[config.mk]
export PLATFORM = sky130hd
export DESIGN_NAME = pe_part_sum_bcast_ctrl
export DESIGN_NICKNAME = d
export VERILOG_FILES = /design/src/rtl/pe_part_sum_bcast_ctrl_pkg.sv /design/src/rtl/pe_part_sum_bcast_ctrl_fifo.sv /design/src/rtl/pe_part_sum_bcast_ctrl.sv
export SDC_FILE = /design/constraint.sdc
export NUM_CORES = 1
export LEC_CHECK = 0
export BUFFER_PORTS_ARGS = -buffer_cell sky130_fd_sc_hd__buf_2
export CAP_MARGIN = 20
export CELL_PAD_IN_SITES_DETAIL_PLACEMENT = 1
export CELL_PAD_IN_SITES_GLOBAL_PLACEMENT = 1
export CORE_MARGIN = 2
export CORE_UTILIZATION = 44
export CTS_CLUSTER_DIAMETER = 150
export DETAILED_ROUTE_END_ITERATION = 8
export PLACE_DENSITY_LB_ADDON = 0.1
export SYNTH_ARGS = -nofsm -noshare
export SYNTH_HDL_FRONTEND = slang
export SYNTH_SLANG_ARGS = --single-unit
[constraint.sdc]
create_clock -name clk -period 3.8 [get_ports clk]
set_clock_uncertainty 0.05 [all_clocks]
set_input_delay 0.76 -clock clk [delete_from_list [all_inputs] [get_ports clk]]
set_output_delay 0.76 -clock clk [all_outputs]
set_load 0.02 [all_outputs]
[src/rtl/pe_part_sum_bcast_ctrl_pkg.sv]
// Shared constants for the partial-sum broadcaster: FSM state encoding,
// output FIFO geometry and default bus widths (match the pe/router buses).
package pe_part_sum_bcast_ctrl_pkg;

  typedef enum logic [1:0] {
    ST_IDLE   = 2'd0,
    ST_ACTIVE = 2'd1,
    ST_DRAIN  = 2'd2
  } state_e;

  localparam int unsigned PSUM_FIFO_DEPTH = 2;
  localparam int unsigned PSUM_FIFO_CNT_W = 2;

  localparam int unsigned DEF_DATA_WIDTH = 16;
  localparam int unsigned DEF_RANK_WIDTH = 6;
  localparam int unsigned DEF_ADDR_WIDTH = 8;
  localparam int unsigned DEF_PIPE_DELAY = 3;

endpackage

[src/rtl/pe_part_sum_bcast_ctrl_fifo.sv]
// psum_bcast_fifo: 2-entry {addr, data} FIFO for the partial-sum broadcaster.
// Ports:
//   clk, rst_n          clock, synchronous active-low reset
//   clr_i               synchronous clear (pass abort)
//   push_i / din_i      write one entry
//   pop_i  / dout_o     head entry, removed on pop
//   full_o, empty_o     occupancy flags
//   count_o             number of stored entries
module psum_bcast_fifo
  import pe_part_sum_bcast_ctrl_pkg::*;
#(
  parameter type entry_t = logic [7:0]
) (
  input  logic                       clk,
  input  logic                       rst_n,
  input  logic                       clr_i,
  input  logic                       push_i,
  input  logic                       pop_i,
  input  entry_t                     din_i,
  output entry_t                     dout_o,
  output logic                       full_o,
  output logic                       empty_o,
  output logic [PSUM_FIFO_CNT_W-1:0] count_o
);

  // Depth is fixed at 2, so single-bit pointers suffice.
  entry_t                     mem_q [PSUM_FIFO_DEPTH];
  logic                       wr_ptr_q;
  logic                       rd_ptr_q;
  logic [PSUM_FIFO_CNT_W-1:0] cnt_q;
  logic                       push_ok;
  logic                       pop_ok;

  assign full_o  = (cnt_q == PSUM_FIFO_CNT_W'(PSUM_FIFO_DEPTH));
  assign empty_o = (cnt_q == '0);
  assign count_o = cnt_q;
  assign dout_o  = mem_q[rd_ptr_q];
  assign push_ok = push_i && (!full_o || pop_i);
  assign pop_ok  = pop_i && !empty_o;

  // Storage is cleared too so the head reads zero after reset.
  always_ff @(posedge clk) begin
    if (!rst_n || clr_i) begin
      for (int unsigned i = 0; i < PSUM_FIFO_DEPTH; i++) mem_q[i] <= '0;
      wr_ptr_q <= 1'b0;
      rd_ptr_q <= 1'b0;
      cnt_q    <= '0;
    end else begin
      if (push_ok) begin
        mem_q[wr_ptr_q] <= din_i;
        wr_ptr_q        <= ~wr_ptr_q;
      end
      if (pop_ok) rd_ptr_q <= ~rd_ptr_q;
      cnt_q <= cnt_q + PSUM_FIFO_CNT_W'(push_ok) - PSUM_FIFO_CNT_W'(pop_ok);
    end
  end

endmodule

[src/rtl/pe_part_sum_bcast_ctrl.sv]
// pe_part_sum_bcast_ctrl: counts delayed partial-sum completions, reads the
// finished sums from the output-activation register file (1-cycle latency)
// and streams {base+index, data} to the network interface via valid/ready.
// Optional feature macro: PSUM_BCAST_SKIP_ZERO_EN (drop zero-valued sums).
// Ports:
//   clk, rst_n                 clock, synchronous active-low reset
//   pe_idx                     PE index (informational only)
//   part_sum_done              completion pulse; starts a pass in IDLE
//   rank_no, base_addr         pass length / destination base, sampled on start
//   abort                      synchronous cancel of the current pass
//   busy, fin_tx_part_sum      status, end-of-pass pulse
//   rd_en, rd_addr, rd_data    register-file secondary read port
//   send_valid/ready/data/addr network-interface stream
module pe_part_sum_bcast_ctrl
  import pe_part_sum_bcast_ctrl_pkg::*;
#(
  parameter int unsigned DATA_WIDTH = DEF_DATA_WIDTH,
  parameter int unsigned RANK_WIDTH = DEF_RANK_WIDTH,
  parameter int unsigned ADDR_WIDTH = DEF_ADDR_WIDTH,
  parameter int unsigned PIPE_DELAY = DEF_PIPE_DELAY
) (
  input  logic                  clk,
  input  logic                  rst_n,
  input  logic [5:0]            pe_idx,
  input  logic                  part_sum_done,
  input  logic [RANK_WIDTH-1:0] rank_no,
  input  logic [ADDR_WIDTH-1:0] base_addr,
  input  logic                  abort,
  output logic                  busy,
  output logic                  fin_tx_part_sum,
  output logic                  rd_en,
  output logic [RANK_WIDTH-1:0] rd_addr,
  input  logic [DATA_WIDTH-1:0] rd_data,
  output logic                  send_valid,
  input  logic                  send_ready,
  output logic [DATA_WIDTH-1:0] send_data,
  output logic [ADDR_WIDTH-1:0] send_addr
);

  localparam int unsigned CW = RANK_WIDTH + 1;

  typedef struct packed {
    logic [ADDR_WIDTH-1:0] addr;
    logic [DATA_WIDTH-1:0] data;
  } entry_t;

  state_e                state_q, state_d;
  logic [PIPE_DELAY-1:0] done_sr_q, done_sr_d;
  logic [CW-1:0]         done_cnt_q, done_cnt_d;
  logic [CW-1:0]         rd_cnt_q, rd_cnt_d;
  logic [RANK_WIDTH-1:0] rank_q, rank_d;
  logic [ADDR_WIDTH-1:0] base_q, base_d;
  logic                  infl_q;
  logic [RANK_WIDTH-1:0] infl_idx_q;

  logic                       done_dly;
  logic [CW-1:0]              rank_ext;
  logic                       rd_issue;
  logic                       fin_pulse;
  logic                       fifo_clr;
  logic                       fifo_push;
  logic                       fifo_pop;
  logic                       fifo_full;
  logic                       fifo_empty;
  logic [PSUM_FIFO_CNT_W-1:0] fifo_count;
  logic [2:0]                 occ;
  logic                       credit_ok;
  entry_t                     fifo_din;
  entry_t                     fifo_head;
  logic                       unused_ok;

  assign done_dly = done_sr_q[PIPE_DELAY-1];
  assign rank_ext = CW'(rank_q);
  assign fifo_pop = send_valid && send_ready;

  // Credit counts the slot freed by a pop this cycle, so a steady stream
  // with send_ready high sustains one read per cycle.
  assign occ       = 3'(fifo_count) + 3'(infl_q) - 3'(fifo_pop);
  assign credit_ok = (occ < 3'(PSUM_FIFO_DEPTH));

  // Next-state / output decode
  always_comb begin
    state_d    = state_q;
    done_cnt_d = done_cnt_q;
    rd_cnt_d   = rd_cnt_q;
    rank_d     = rank_q;
    base_d     = base_q;
    done_sr_d  = PIPE_DELAY'({done_sr_q, part_sum_done});
    rd_issue   = 1'b0;
    fin_pulse  = 1'b0;
    fifo_clr   = 1'b0;

    if (state_q != ST_IDLE && done_dly && done_cnt_q < rank_ext)
      done_cnt_d = done_cnt_q + CW'(1);

    case (state_q)
      ST_IDLE: begin
        if (part_sum_done) begin
          done_cnt_d = '0;
          rd_cnt_d   = '0;
          rank_d     = rank_no;
          base_d     = base_addr;
          state_d    = (rank_no == '0) ? ST_DRAIN : ST_ACTIVE;
        end
      end
      ST_ACTIVE: begin
        if (done_cnt_q > rd_cnt_q && rd_cnt_q < rank_ext && credit_ok) begin
          rd_issue = 1'b1;
          rd_cnt_d = rd_cnt_q + CW'(1);
          if (rd_cnt_q == rank_ext - CW'(1)) state_d = ST_DRAIN;
        end
      end
      ST_DRAIN: begin
        if (fifo_empty && !infl_q) begin
          fin_pulse = 1'b1;
          state_d   = ST_IDLE;
        end
      end
      default: state_d = ST_IDLE;
    endcase

    // Abort wins over everything, including a same-cycle start.
    if (abort) begin
      state_d    = ST_IDLE;
      done_cnt_d = '0;
      rd_cnt_d   = '0;
      done_sr_d  = '0;
      rd_issue   = 1'b0;
      fin_pulse  = 1'b0;
      fifo_clr   = 1'b1;
    end
  end

  // State and datapath registers
  always_ff @(posedge clk) begin
    if (!rst_n) begin
      state_q    <= ST_IDLE;
      done_sr_q  <= '0;
      done_cnt_q <= '0;
      rd_cnt_q   <= '0;
      rank_q     <= '0;
      base_q     <= '0;
      infl_q     <= 1'b0;
      infl_idx_q <= '0;
    end else begin
      state_q    <= state_d;
      done_sr_q  <= done_sr_d;
      done_cnt_q <= done_cnt_d;
      rd_cnt_q   <= rd_cnt_d;
      rank_q     <= rank_d;
      base_q     <= base_d;
      infl_q     <= rd_issue;
      infl_idx_q <= rd_cnt_q[RANK_WIDTH-1:0];
    end
  end

  // Read return: address wraps modulo 2^ADDR_WIDTH.
`ifdef PSUM_BCAST_SKIP_ZERO_EN
  assign fifo_push = infl_q && !abort && (rd_data != '0);
`else
  assign fifo_push = infl_q && !abort;
`endif
  assign fifo_din.addr = base_q + ADDR_WIDTH'(infl_idx_q);
  assign fifo_din.data = rd_data;

  psum_bcast_fifo #(
    .entry_t (entry_t)
  ) u_fifo (
    .clk     (clk),
    .rst_n   (rst_n),
    .clr_i   (fifo_clr),
    .push_i  (fifo_push),
    .pop_i   (fifo_pop),
    .din_i   (fifo_din),
    .dout_o  (fifo_head),
    .full_o  (fifo_full),
    .empty_o (fifo_empty),
    .count_o (fifo_count)
  );

  assign busy            = (state_q != ST_IDLE);
  assign fin_tx_part_sum = fin_pulse;
  assign rd_en           = rd_issue;
  assign rd_addr         = rd_issue ? rd_cnt_q[RANK_WIDTH-1:0] : '0;
  assign send_valid      = !fifo_empty;
  assign send_data       = fifo_head.data;
  assign send_addr       = fifo_head.addr;

  // pe_idx is informational; full is implied by the credit check.
  assign unused_ok = ^{pe_idx, fifo_full};

endmodule

==> reports/results.md, run 1 <==
| Step | Quantity | Value |
|:---|:---|:---|
| synth | Post-synth net total | 534 |
| global route | Remaining global-route overflow | 0 |
| power and ir drop | Switching power share of the total | 23.5% |
| route | Detailed-router iteration count before antenna repair | 4 |
| layout | Inserted Diodes | 0 |
| clock tree | TritonCTS clock tree | yes |
| synth | Sequential cell area fraction in the yosys report | 49.9% |
| route | Number of DRC markers after the initial detailed-route iteration | 166 |
| synth | Main synth FF type | sky130_fd_sc_hd__edfxtp_1 |
| worst setup path | Required time at the endpoint of the critical path | 2.99 ns |
| global route | Largest net degree at the start of global routing | 25 |
| clock tree | Clock edge transition at the registers on the reported setup and hold paths | 0.09 ns |
| layout | Layout Area Growth over Synthesis | 18.3% |
| hold path | Worst min-delay path category | reg -> reg |
| sta | Slack of the critical path | -0.157 ns |
| layout | Non-filler instance count after layout | 676 |
| sta | Transition time at the pin with the least slew margin | 0.686 ns |
| power and ir drop | Relative contribution of sequential cells to total power | 56.4% |
| worst setup path | Type of the setup path with the least slack | reg -> out |
| worst setup path | Slowest cell on crit path | sky130_fd_sc_hd__fa_2 |
| layout | Share of final-layout standard cells stronger than drive strength 1 | 24.8% |
| synth | Dominant cell type by area after synthesis | sky130_fd_sc_hd__edfxtp_1 |
| synth | Syn avg cell area | 10.2 um2 |
| hold path | Sink of the worst hold path | done_sr_q[1] |
| route | Via density per instance | 5.15 |
| die | Vertical die dimension | 107 um |
| worst setup path | Data arrival time at the worst-slack endpoint | 3.15 ns |
| layout | Commonest non-fill, non-tap cells in the layout | sky130_fd_sc_hd__buf_2 (61), sky130_fd_sc_hd__edfxtp_1 (48), sky130_fd_sc_hd__dfxtp_1 (44) |
| sta | Max-Slew Margin vs Limit | 54.2% |
| hold path | Launch instance of the worst min-delay path | done_sr_q[0] |
| global route | Antenna violations before repair | 0 |
| worst setup path | Reg2Reg Depth | 12 |
| die | I/O pins | 75 |
| global route | Overall routing resource usage | 20.1% |
| power and ir drop | Clock share of power | 35.5% |
| synth | Number of register bits inferred by synthesis | 93 |
| power and ir drop | Power density normalized to cell area | 350 nW/um2 |
| placed design | DP Cell Count | 660 |
| synth | Syn Std Cell Area | 4690 um2 |
| route | Number of nets with antenna violations after detailed routing | 0 |
| die | Floorplan die area | 11500 um2 |
| synth | Mux contribution to synthesized area | 6.40% |
| synth | Number of synthesized flops with an enable pin | 48 |
| layout | Most common cell after layout, fill and taps aside | sky130_fd_sc_hd__buf_2 |
| job | Number of max-cap violations | 0 |
| clock tree | Post-CTS Setup Bufs | 0 |
| synth | Number of distinct library cells after synthesis | 45 |
| run status | Failing checks | negative setup slack |
| worst setup path | Critical-path maximum fanout | 7 |
| worst setup path | Reg-to-Reg Start | u_fifo.count_o[0] |
| clock tree | CTS sink count | 93 |
| placed design | IO Port Bufs | 68 |
| clock tree | Clock latency on the worst-skew pair | 0.37 ns |
| sta | Final critical-path required period | 3.96 ns |
| global route | Wire length of the first global-routing pass | 17800 um |
| clock tree | Num CTS Buffers | 9 |
| layout | Post-Route Utilization | 53.8% |
| clock tree | H-tree depth | 3 |
| layout | Final instance area | 5550 um2 |
| die | Initial standard-cell utilization of the core | 45.4% |
| placed design | Minimum setup slack after placement | -0.242 ns |
| worst setup path | Setup crit start kind | register |
| power and ir drop | Leakage power summed over all cells | 2.32 nW |
| worst setup path | Cells traversed along the worst timing path | or2_4 -> and2_4 -> ha_4 -> nand2b_4 -> fa_2 -> xor2_1 -> nor4b_2 -> o311a_1 -> nand3b_4 -> or2_4 -> nor2_4 -> buf_6 |
| synth | Share of the synthesized area in compound gates (AO/OA/AOI/OAI) | 8.00% |
| sta | Final hold violation count | 0 |
| sta | Max-slew violation count | 0 |
| worst setup path | Most repeated library cell on the critical path | sky130_fd_sc_hd__or2_4 |
| power and ir drop | Gate power share | 8.1% |
| sta | Portion of the clock cycle consumed by the worst path in the final layout | 104% |
| synth | Simple-gate share of the synthesized area | 20.3% |
| route | Number of vias in the routed layout | 3482 |
| sta | Setup Total Neg Slack | -0.924 ns |
| power and ir drop | Power Internal | 1.49 mW |
| route | Overall routed net length | 10900 um |
| worst setup path | Setup slack on the worst flop-to-flop path | 0.64 ns |
| global route | Number of global-route vias before repair | 3601 |
| worst setup path | Worst Setup End Kind | primary output |
| run status | Outcome | finished, violations left |
| clock tree | Largest buffer count on any clock path | 2 |
| power and ir drop | Net Switching | 0.456 mW |
| synth | Total of warnings raised by yosys | 0 |
| synth | Synthesized netlist cell count | 461 |
| die | Core Region | 10300 um2 |
| synth | Ys async rst share | 0% |
| synth | Top area cells in the synthesized netlist | sky130_fd_sc_hd__edfxtp_1 (31%), sky130_fd_sc_hd__dfxtp_1 (19%), sky130_fd_sc_hd__ha_1 (8.0%) |
| sta | Number of failing setup endpoints in the final timing report | 7 |
| synth | Share of the synthesized area in the top cell type | 30.7% |
| worst setup path | Worst reg2reg endpoint | rd_cnt_q[5] |
| clock tree | Clk root buf | sky130_fd_sc_hd__clkbuf_8 |
| layout | Nets | 608 |
| die | Horiz. Die Dim | 107 um |
| hold path | Number of instances on the worst hold path | 1 |
| power and ir drop | Largest voltage drop on the vdd net | 212 uV |
| route | Post-DR wirelength/cell | 16.2 um |
| placed design | Placement-stage cell area | 5220 um2 |
| placed design | Final estimated routing congestion in global placement | 0.813 |
| sta | Peak Freq | 253 MHz |
| clock tree | CTS Hold Buffers Added | 0 |
| worst setup path | Biggest cell delay along the critical path | 0.35 ns |
| synth | Adder-cell share of the synthesized area | 8.85% |
| sta | Unrepaired setup endpoints after global routing | yes |
| synth | Dominant combinational cell family by area after synthesis | simple AND/OR/NAND/NOR gates |
| die | Row count | 37 |
| placed design | Post-detail-place hpwl | 8170 um |
| route | Number of DRC violations after detailed routing | 0 |
| synth | Parity-gate share of the synthesized area counting xor and xnor cells | 3.17% |
-- state kept, by name, indices dropped and copies added (netlist names), named ones only --
| signal | flops |
|---|---|
| u_fifo.mem_q | 48 |
| base_q | 8 |
| infl_idx_q | 6 |
| state_q | 2 |
| infl_q | 1 |
| rank_q | 6 |
| u_fifo.count_o | 2 |
| rd_cnt_q | 7 |
| u_fifo.wr_ptr_q | 1 |
| done_sr_q | 3 |
| u_fifo.rd_ptr_q | 1 |
| done_cnt_q | 7 |
-- through the flow --
step | hold slack [ns] | total power, mW
6_report | 0.391 | 1.94
5_1_grt | 0.409 | 2.03
4_1_cts | 0.396 | 1.96
3_5_place_dp | 0.373 | 1.28
3_3_place_gp | 0.365 | 1.27
2_1_floorplan | 0.356 | 1.21
-- worst max-delay path: cells and delay by family (launching register included) --
| family | cells | cell delay, ns |
|---|---|---|
| and+or+nand+nor | 7 | 1.33 |
| adders and majority gates | 2 | 0.55 |
| DFF | 1 | 0.33 |
| AOI/OAI and AO/OA | 1 | 0.29 |
| xor gates and xnor gates | 1 | 0.15 |
| buffers and inverters | 1 | 0.12 |
-- cell families after synthesis --
group	Yosys count
AND/OR/NAND/NOR	187
flip-flops	93
AO/OA/AOI/OAI	64
buffers and inverters	41
adder cells (fa/ha/maj)	32
multiplexers	27
XOR/XNOR	17
-- cell type report --
class	count	area (um2)
inverter	26	97.6
timing repair buffer	78	459
fill	1178	4770
clock buffer	13	159
sequential	93	2340
tap	136	170
multi-input combinational	327	2280
clock inverter	3	45.0
-- power by group through the flow --
stage                     sequential, mW  combinational (mW)  clock [mW]
final                               1.10               0.158       0.689
after global routing                1.10               0.176       0.753
after CTS                           1.10               0.160       0.707
after detailed placement            1.12               0.159           0
after global placement              1.12               0.153           0
after floorplan                     1.11              0.0995           0
-- worst max path at each step --
stage | start | endpoint | slack, ns | cells after the start
2_1_floorplan | u_fifo.count_o[1] | rd_addr[0] | -0.06 | 12
3_3_place_gp | send_ready | rd_addr[2] | -0.14 | 12
3_5_place_dp | send_ready | rd_addr[4] | -0.24 | 12
4_1_cts | u_fifo.count_o[0] | rd_addr[3] | -0.26 | 12
5_1_grt | u_fifo.count_o[0] | rd_addr[5] | -0.31 | 12
6_report | u_fifo.count_o[0] | rd_addr[5] | -0.16 | 12
-- per-layer routing --
metal	track usage [%]	routed length, um	vias to the layer above
met2	36.6	5720	58
met4	6.03	108	0
met1	23.7	4750	1669
met3	4.12	359	7
met5	0	0	-
li1	-	-	1748
-- Yosys cell counts (all sizes together), types with 2 or more instances --
library cell,count
edfxtp,48
dfxtp,45
nor2,45
nand2,42
and2,41
a21oi,30
ha,30
inv,26
mux2,24
o21ai,15
clkbuf,13
nand3,13
xnor2,11
nand2b,9
or3,8
nor3,6
xor2,6
nand4,5
nor3b,4
o21a,4
or2,4
mux2i,3
o31ai,3
a21o,2
and3,2
buf,2
fa,2
nand3b,2
nor4,2
nor4b,2
-- repair_timing --
action / in CTS / in global routing
pin swaps: 7 / 9
gates resized for setup: 24 / 10
endpoints found under the setup margin: 7 / 7
(Power assumes the default switching activity.)
==> run 2, diff against run 1 <==
CORE_ASPECT_RATIO = 1.75   (was unset)
==> reports/results.md, run 2 (synthesis gave the netlist of run 1 again) <==
| Step | Quantity | Value | vs previous |
|:---|:---|:---|:---|
| worst setup path | Setup crit start kind | register | unchanged |
| clock tree | TritonCTS clock tree | yes | unchanged |
| power and ir drop | Switching power share of the total | 21.5% | was 23.5% |
| power and ir drop | Leakage power summed over all cells | 2.40 nW | was 2.32 nW |
| power and ir drop | Power Internal | 1.78 mW | was 1.49 mW |
| layout | Inserted Diodes | 0 | unchanged |
| sta | Final hold violation count | 0 | unchanged |
| worst setup path | Setup slack on the worst flop-to-flop path | 0.72 ns | was 0.64 ns |
| die | Floorplan die area | 11500 um2 | about the same |
| sta | Unrepaired setup endpoints after global routing | yes | unchanged |
| die | Initial standard-cell utilization of the core | 45.3% | was 45.4% |
| placed design | Final estimated routing congestion in global placement | 0.820 | was 0.813 |
| placed design | Placement-stage cell area | 5210 um2 | was 5220 um2 |
| layout | Number of flip-flops in the largest register | 48 | unchanged |
| global route | Number of global-route vias before repair | 3872 | was 3601 |
| worst setup path | Type of the setup path with the least slack | reg -> out | unchanged |
| global route | GRT Max-Usage Layer | met2 | unchanged |
| worst setup path | Gate family responsible for the most delay along the worst path | simple AND/OR/NAND/NOR gates | unchanged |
| worst setup path | Slowest cell on crit path | sky130_fd_sc_hd__fa_2 | unchanged |
| global route | Remaining global-route overflow | 0 | unchanged |
| sta | Setup Total Neg Slack | -0.211 ns | was -0.924 ns |
| placed design | Post-detail-place hpwl | 8640 um | was 8170 um |
| clock tree | Num CTS Buffers | 9 | unchanged |
| sta | Transition time at the pin with the least slew margin | 0.729 ns | was 0.686 ns |
| hold path | Worst min-delay path category | reg -> reg | unchanged |
| sta | Slack of the critical path | -0.0367 ns | was -0.157 ns |
| power and ir drop | Largest voltage drop on the vdd net | 275 uV | was 212 uV |
| die | Horiz. Die Dim | 82.1 um | was 107 um |
| die | I/O pins | 75 | unchanged |
| route | Number of DRC violations after detailed routing | 0 | unchanged |
| sta | Peak Freq | 261 MHz | was 253 MHz |
| route | Post-DR wirelength/cell | 17.2 um | was 16.2 um |
| power and ir drop | Clock share of power | 44.5% | was 35.5% |
| worst setup path | Buffer and inverter count on the worst path | 1 | unchanged |
| layout | Biggest regs | u_fifo.mem_q: 48 flops, base_q: 8 flops | unchanged |
| global route | Largest net degree at the start of global routing | 25 | unchanged |
| layout | Commonest non-fill, non-tap cells in the layout | sky130_fd_sc_hd__buf_2 (61), sky130_fd_sc_hd__edfxtp_1 (48), sky130_fd_sc_hd__dfxtp_1 (44) | unchanged |
| worst setup path | Critical-path maximum fanout | 7 | unchanged |
| layout | Nets | 609 | was 608 |
| worst setup path | Data arrival time at the worst-slack endpoint | 3.03 ns | was 3.15 ns |
| run status | Failing checks | negative setup slack | unchanged |
| power and ir drop | Power density normalized to cell area | 399 nW/um2 | was 350 nW/um2 |
| worst setup path | Required time at the endpoint of the critical path | 2.99 ns | about the same |
| layout | Final instance area | 5690 um2 | was 5550 um2 |
| route | Detailed-router iteration count before antenna repair | 4 | unchanged |
| route | Number of DRC markers after the initial detailed-route iteration | 80 | was 166 |
| global route | Wire length of the first global-routing pass | 18400 um | was 17800 um |
| route | Overall routed net length | 11500 um | was 10900 um |
| clock tree | Clock latency on the worst-skew pair | 0.34 ns | was 0.37 ns |
| placed design | IO Port Bufs | 68 | unchanged |
| power and ir drop | Net Switching | 0.486 mW | was 0.456 mW |
| clock tree | CTS Hold Buffers Added | 0 | unchanged |
| clock tree | CTS sink count | 93 | unchanged |
| global route | Met3 GRT Util | 3.07% | was 4.12% |
| layout | Share of final-layout standard cells stronger than drive strength 1 | 25.1% | was 24.8% |
| sta | Final critical-path required period | 3.84 ns | was 3.96 ns |
| global route | Overall routing resource usage | 21.2% | was 20.1% |
| power and ir drop | Relative contribution of sequential cells to total power | 48.4% | was 56.4% |
| route | Number of nets with antenna violations after detailed routing | 0 | unchanged |
| route | Number of vias in the routed layout | 3601 | was 3482 |
| layout | Layout Area Growth over Synthesis | 21.2% | was 18.3% |
| global route | Met1 Use GR | 19.2% | was 23.7% |
| worst setup path | Most repeated library cell on the critical path | sky130_fd_sc_hd__or2_4 | unchanged |
| clock tree | H-tree depth | 3 | unchanged |
| layout | Non-filler instance count after layout | 668 | was 676 |
| layout | Most common cell after layout, fill and taps aside | sky130_fd_sc_hd__buf_2 | unchanged |
| sta | Portion of the clock cycle consumed by the worst path in the final layout | 101% | was 104% |
| clock tree | Clock edge transition at the registers on the reported setup and hold paths | 0.06 ns | was 0.09 ns |
| placed design | DP Cell Count | 651 | was 660 |
| layout | Register containing the most flip-flops in the final layout | u_fifo.mem_q | unchanged |
| die | Vertical die dimension | 141 um | was 107 um |
| sta | Worst slack on hold paths | 0.383 ns | was 0.391 ns |
| worst setup path | Worst Setup End Kind | primary output | unchanged |
| worst setup path | Cells traversed along the worst timing path | or2_4 -> and2_4 -> ha_4 -> nand2b_4 -> fa_2 -> xor2_1 -> nor4b_2 -> o311a_1 -> nand3b_4 -> or2_4 -> nor2_4 -> buf_6 | unchanged |
| placed design | Minimum setup slack after placement | -0.201 ns | was -0.242 ns |
| global route | Met2 capacity usage during global routing | 41.9% | was 36.6% |
| job | Number of max-cap violations | 0 | unchanged |
| sta | Max-slew violation count | 0 | unchanged |
| power and ir drop | Gate power share | 7.0% | was 8.1% |
| clock tree | Clk root buf | sky130_fd_sc_hd__clkbuf_16 | was sky130_fd_sc_hd__clkbuf_8 |
| run status | Outcome | finished, violations left | unchanged |
| route | Via density per instance | 5.39 | was 5.15 |
| sta | Max-Slew Margin vs Limit | 51.4% | was 54.2% |
| global route | Antenna violations before repair | 0 | unchanged |
| clock tree | Largest buffer count on any clock path | 2 | unchanged |
| die | Row count | 49 | was 37 |
| die | Core Region | 10400 um2 | was 10300 um2 |
| worst setup path | Biggest cell delay along the critical path | 0.35 ns | about the same |
| sta | Number of failing setup endpoints in the final timing report | 7 | unchanged |
-- run 2: cell types whose count changed in the layout (fill, tap and decap cells not counted), sizes merged --
cell,delta
inv,+1
clkbuf,-2
bufinv,+1
buf,+1
-- run 2: metal layers --
layer / vias up / share of wire (%)
met4: 0 / 4.2
li1: 1741 / -
met3: 28 / 3.1
met2: 73 / 59
met1: 1759 / 34
met5: - / 0
-- run 2: layout make-up --
class / count / area, um2
Clock buffer: 11 / 264
Clock inverter: 5 / 80.1
Fill cell: 1172 / 4670
Inverter: 26 / 97.6
Multi-Input combinational cell: 327 / 2280
Sequential cell: 93 / 2340
Tap cell: 127 / 159
Timing Repair Buffer: 79 / 467
-- run 2: power groups by stage --
| stage | clock (mW) | sequential (mW) | combinational, mW |
|---|---|---|---|
| 3_3_place_gp | 0 | 1.12 | 0.154 |
| 2_1_floorplan | 0 | 1.11 | 0.0995 |
| 3_5_place_dp | 0 | 1.12 | 0.159 |
| 5_1_grt | 1.07 | 1.10 | 0.178 |
| 6_report | 1.01 | 1.10 | 0.160 |
| 4_1_cts | 1.03 | 1.10 | 0.162 |
-- run 2: timing repair --
action,4_1_cts,5_1_grt
endpoints found under the hold margin,0,0
resized for setup,27,7
setup endpoints to repair,7,7
setup buffers,1,0
pin swaps,7,5
-- run 2: worst register-to-register path, stage by stage (launching register included) --
cell	delay, ns
sky130_fd_sc_hd__dfxtp_2	0.32
sky130_fd_sc_hd__or2_4	0.24
sky130_fd_sc_hd__and2_4	0.15
sky130_fd_sc_hd__ha_4	0.20
sky130_fd_sc_hd__nand2b_4	0.13
sky130_fd_sc_hd__fa_2	0.35
sky130_fd_sc_hd__xor2_1	0.15
sky130_fd_sc_hd__nor4b_2	0.21
sky130_fd_sc_hd__o311a_1	0.27
sky130_fd_sc_hd__nand3b_4	0.09
sky130_fd_sc_hd__buf_4	0.19
sky130_fd_sc_hd__or4_1	0.50
sky130_fd_sc_hd__a21oi_1	0.15
-- run 2: worst paths after layout --
path                                     end         startpoint  depth (start not counted)
worst max-delay path              rd_addr[1]  u_fifo.count_o[0]                         12
worst min-delay path            done_sr_q[1]       done_sr_q[0]                          1
worst max register to register   rd_cnt_q[5]  u_fifo.count_o[0]                         12
worst min register to register  done_sr_q[1]       done_sr_q[0]                          1
-- run 2: through the flow --
stage          total power [mW]  util, %
6_report                   2.27     54.9
5_1_grt                    2.35     54.9
4_1_cts                    2.29     54.6
3_5_place_dp               1.28     50.2
3_3_place_gp               1.27     50.2
2_1_floorplan              1.21        -
==> run 3, diff against run 2 <==
CELL_PAD_IN_SITES_DETAIL_PLACEMENT = unset   (was 1)
CELL_PAD_IN_SITES_GLOBAL_PLACEMENT = unset   (was 1)
CORE_UTILIZATION = 50   (was 44)
PLACE_DENSITY = 0.72   (was unset)
PLACE_DENSITY_LB_ADDON = unset   (was 0.1)
==> reports/results.md, run 3 (synthesis gave the netlist of run 1 again) <==
| Step | Quantity | Value | vs previous |
|:---|:---|:---|:---|
| route | Post-DR wirelength/cell | 14.9 um | was 17.2 um |
| layout | Post-Route Utilization | 61.5% | was 54.9% |
| worst setup path | Cells traversed along the worst timing path | or2_4 -> and2_4 -> ha_4 -> nand2b_4 -> fa_2 -> xor2_2 -> nor4b_4 -> o311a_1 -> nand3b_4 -> or2_4 -> nor2_1 -> buf_4 | was or2_4 -> and2_4 -> ha_4 -> nand2b_4 -> fa_2 -> xor2_1 -> nor4b_2 -> o311a_1 -> nand3b_4 -> or2_4 -> nor2_4 -> buf_6 |
| worst setup path | Data arrival time at the worst-slack endpoint | 3.04 ns | was 3.03 ns |
| die | Initial standard-cell utilization of the core | 51.6% | was 45.3% |
| route | Via density per instance | 5.25 | was 5.39 |
| global route | Number of global-route vias before repair | 3644 | was 3872 |
| run status | Outcome | finished, violations left | unchanged |
| placed design | Minimum setup slack after placement | -0.151 ns | was -0.201 ns |
| worst setup path | Reg2Reg Depth | 12 | unchanged |
| global route | Wire length of the first global-routing pass | 16600 um | was 18400 um |
| worst setup path | Biggest cell delay along the critical path | 0.35 ns | about the same |
| global route | Largest net degree at the start of global routing | 25 | unchanged |
| global route | Overall routing resource usage | 20.6% | was 21.2% |
| clock tree | TritonCTS clock tree | yes | unchanged |
| sta | Peak Freq | 259 MHz | was 261 MHz |
| layout | Inserted Diodes | 0 | unchanged |
| worst setup path | First element of the critical path | u_fifo.count_o[1] | was u_fifo.count_o[0] |
| worst setup path | Required time at the endpoint of the critical path | 2.99 ns | about the same |
| power and ir drop | Switching power share of the total | 22.2% | was 21.5% |
| run status | Failing checks | negative setup slack | unchanged |
| die | Horiz. Die Dim | 77.2 um | was 82.1 um |
| clock tree | Num CTS Buffers | 9 | unchanged |
| layout | Nets | 607 | was 609 |
| power and ir drop | Largest voltage drop on the vdd net | 228 uV | was 275 uV |
| placed design | Post-detail-place hpwl | 7420 um | was 8640 um |
| worst setup path | Reg-to-Reg Start | u_fifo.count_o[1] | was u_fifo.count_o[0] |
| power and ir drop | Relative contribution of sequential cells to total power | 53.2% | was 48.4% |
| worst setup path | Critical-path maximum fanout | 7 | unchanged |
| sta | Max-slew violation count | 0 | unchanged |
| clock tree | CTS Hold Buffers Added | 0 | unchanged |
| worst setup path | Most repeated library cell on the critical path | sky130_fd_sc_hd__or2_4 | unchanged |
| worst setup path | Setup crit end | rd_addr[0] | was rd_addr[1] |
| placed design | Placement-stage cell area | 5180 um2 | was 5210 um2 |
| worst setup path | Setup slack on the worst flop-to-flop path | 0.71 ns | was 0.72 ns |
| hold path | Worst min-delay path category | reg -> reg | unchanged |
| layout | Final instance area | 5590 um2 | was 5690 um2 |
| clock tree | Clk root buf | sky130_fd_sc_hd__clkbuf_16 | unchanged |
| route | Detailed-router iteration count before antenna repair | 4 | unchanged |
| worst setup path | Gate family responsible for the most delay along the worst path | simple AND/OR/NAND/NOR gates | unchanged |
| clock tree | H-tree depth | 3 | unchanged |
| placed design | IO Port Bufs | 68 | unchanged |
| worst setup path | Slowest cell on crit path | sky130_fd_sc_hd__fa_2 | unchanged |
| sta | Worst slack on hold paths | 0.378 ns | was 0.383 ns |
| die | Vertical die dimension | 132 um | was 141 um |
| route | Overall routed net length | 9850 um | was 11500 um |
| die | Core Region | 9090 um2 | was 10400 um2 |
| power and ir drop | Leakage power summed over all cells | 2.36 nW | was 2.40 nW |
| layout | Most common cell after layout, fill and taps aside | sky130_fd_sc_hd__buf_2 | unchanged |
| route | Number of nets with antenna violations after detailed routing | 0 | unchanged |
| global route | Antenna violations before repair | 0 | unchanged |
| layout | Share of final-layout standard cells stronger than drive strength 1 | 25.0% | was 25.1% |
| power and ir drop | Net Switching | 0.457 mW | was 0.486 mW |
| job | Number of max-cap violations | 0 | unchanged |
| sta | Setup Total Neg Slack | -0.149 ns | was -0.211 ns |
| sta | Number of failing setup endpoints in the final timing report | 6 | was 7 |
| clock tree | Largest buffer count on any clock path | 2 | unchanged |
| worst setup path | Worst reg2reg endpoint | rd_cnt_q[5] | unchanged |
| die | Floorplan die area | 10200 um2 | was 11500 um2 |
| sta | Transition time at the pin with the least slew margin | 0.736 ns | was 0.729 ns |
| worst setup path | Worst Setup End Kind | primary output | unchanged |
| layout | Commonest non-fill, non-tap cells in the layout | sky130_fd_sc_hd__buf_2 (61), sky130_fd_sc_hd__edfxtp_1 (48), sky130_fd_sc_hd__dfxtp_1 (43) | was sky130_fd_sc_hd__buf_2 (61), sky130_fd_sc_hd__edfxtp_1 (48), sky130_fd_sc_hd__dfxtp_1 (44) |
| sta | Final hold violation count | 0 | unchanged |
| layout | Number of flip-flops in the largest register | 48 | unchanged |
| layout | Biggest regs | u_fifo.mem_q: 48 flops, base_q: 8 flops | unchanged |
| clock tree | Clock edge transition at the registers on the reported setup and hold paths | 0.06 ns | about the same |
| layout | Layout Area Growth over Synthesis | 19.2% | was 21.2% |
| route | Number of vias in the routed layout | 3459 | was 3601 |
| worst setup path | Logic depth of the worst path, buffers included | 12 | unchanged |
| power and ir drop | Clock share of power | 39.3% | was 44.5% |
| worst setup path | Type of the setup path with the least slack | reg -> out | unchanged |
| clock tree | CTS sink count | 93 | unchanged |
| die | I/O pins | 75 | unchanged |
| die | Row count | 46 | was 49 |
| route | Number of DRC markers after the initial detailed-route iteration | 134 | was 80 |
| clock tree | Clock latency on the worst-skew pair | 0.34 ns | about the same |
| layout | Register containing the most flip-flops in the final layout | u_fifo.mem_q | unchanged |
| power and ir drop | Power density normalized to cell area | 369 nW/um2 | was 399 nW/um2 |
| sta | Max-Slew Margin vs Limit | 50.9% | was 51.4% |
| worst setup path | Buffer and inverter count on the worst path | 1 | unchanged |
| sta | Slack of the critical path | -0.0543 ns | was -0.0367 ns |
| power and ir drop | Gate power share | 7.5% | was 7.0% |
| power and ir drop | Power Internal | 1.61 mW | was 1.78 mW |
| placed design | Final estimated routing congestion in global placement | 0.902 | was 0.820 |
| worst setup path | Setup crit start kind | register | unchanged |
| route | Number of DRC violations after detailed routing | 0 | unchanged |
| sta | Unrepaired setup endpoints after global routing | yes | unchanged |
| sta | Portion of the clock cycle consumed by the worst path in the final layout | 101% | about the same |
| global route | Remaining global-route overflow | 0 | unchanged |
| sta | Final critical-path required period | 3.85 ns | was 3.84 ns |
run 3: stage by stage:
step | power (mW) | cells
final | 2.06 | 659
after global routing | 2.14 | 659
after CTS | 2.09 | 659
after detailed placement | 1.27 | 642
after global placement | 1.27 | 642
after floorplan | 1.21 | 461
run 3: worst min-delay path by stage:
stage,slack (ns),startpoint,end,cells past startpoint
6_report,0.38,done_sr_q[0],done_sr_q[1],1
5_1_grt,0.41,done_sr_q[0],done_sr_q[1],1
3_3_place_gp,0.36,done_sr_q[0],done_sr_q[1],1
2_1_floorplan,0.36,done_sr_q[0],done_sr_q[1],1
3_5_place_dp,0.37,done_sr_q[0],done_sr_q[1],1
4_1_cts,0.38,done_sr_q[0],done_sr_q[1],1
run 3: layer usage:
layer	global-route usage (%)	part of all wire [%]
met1	19.6	36
met2	39.9	56
met3	4.25	3.6
met4	10.9	3.6
met5	0	0
run 3: power groups by stage:
stage	Sequential [mW]	Combinational, mW	Clock [mW]
2_1_floorplan	1.11	0.0995	0
3_5_place_dp	1.12	0.154	0
3_3_place_gp	1.12	0.151	0
5_1_grt	1.10	0.173	0.870
6_report	1.10	0.154	0.811
4_1_cts	1.10	0.156	0.832
run 3: area by class of cell:
cell class                      instances  area [um2]
Inverter                               26        97.6
Tap cell                              120         150
Sequential cell                        93        2340
Timing Repair Buffer                   77         448
Clock inverter                          4        25.0
Clock buffer                           12         248
Multi-Input combinational cell        327        2280
Fill cell                             804        3500
run 3: repair_timing:
action | in CTS | in global routing
resized for setup | 22 | 11
setup endpoints to repair | 7 | 7
pin swaps | 8 | 7
buffers inserted | 1 | 0
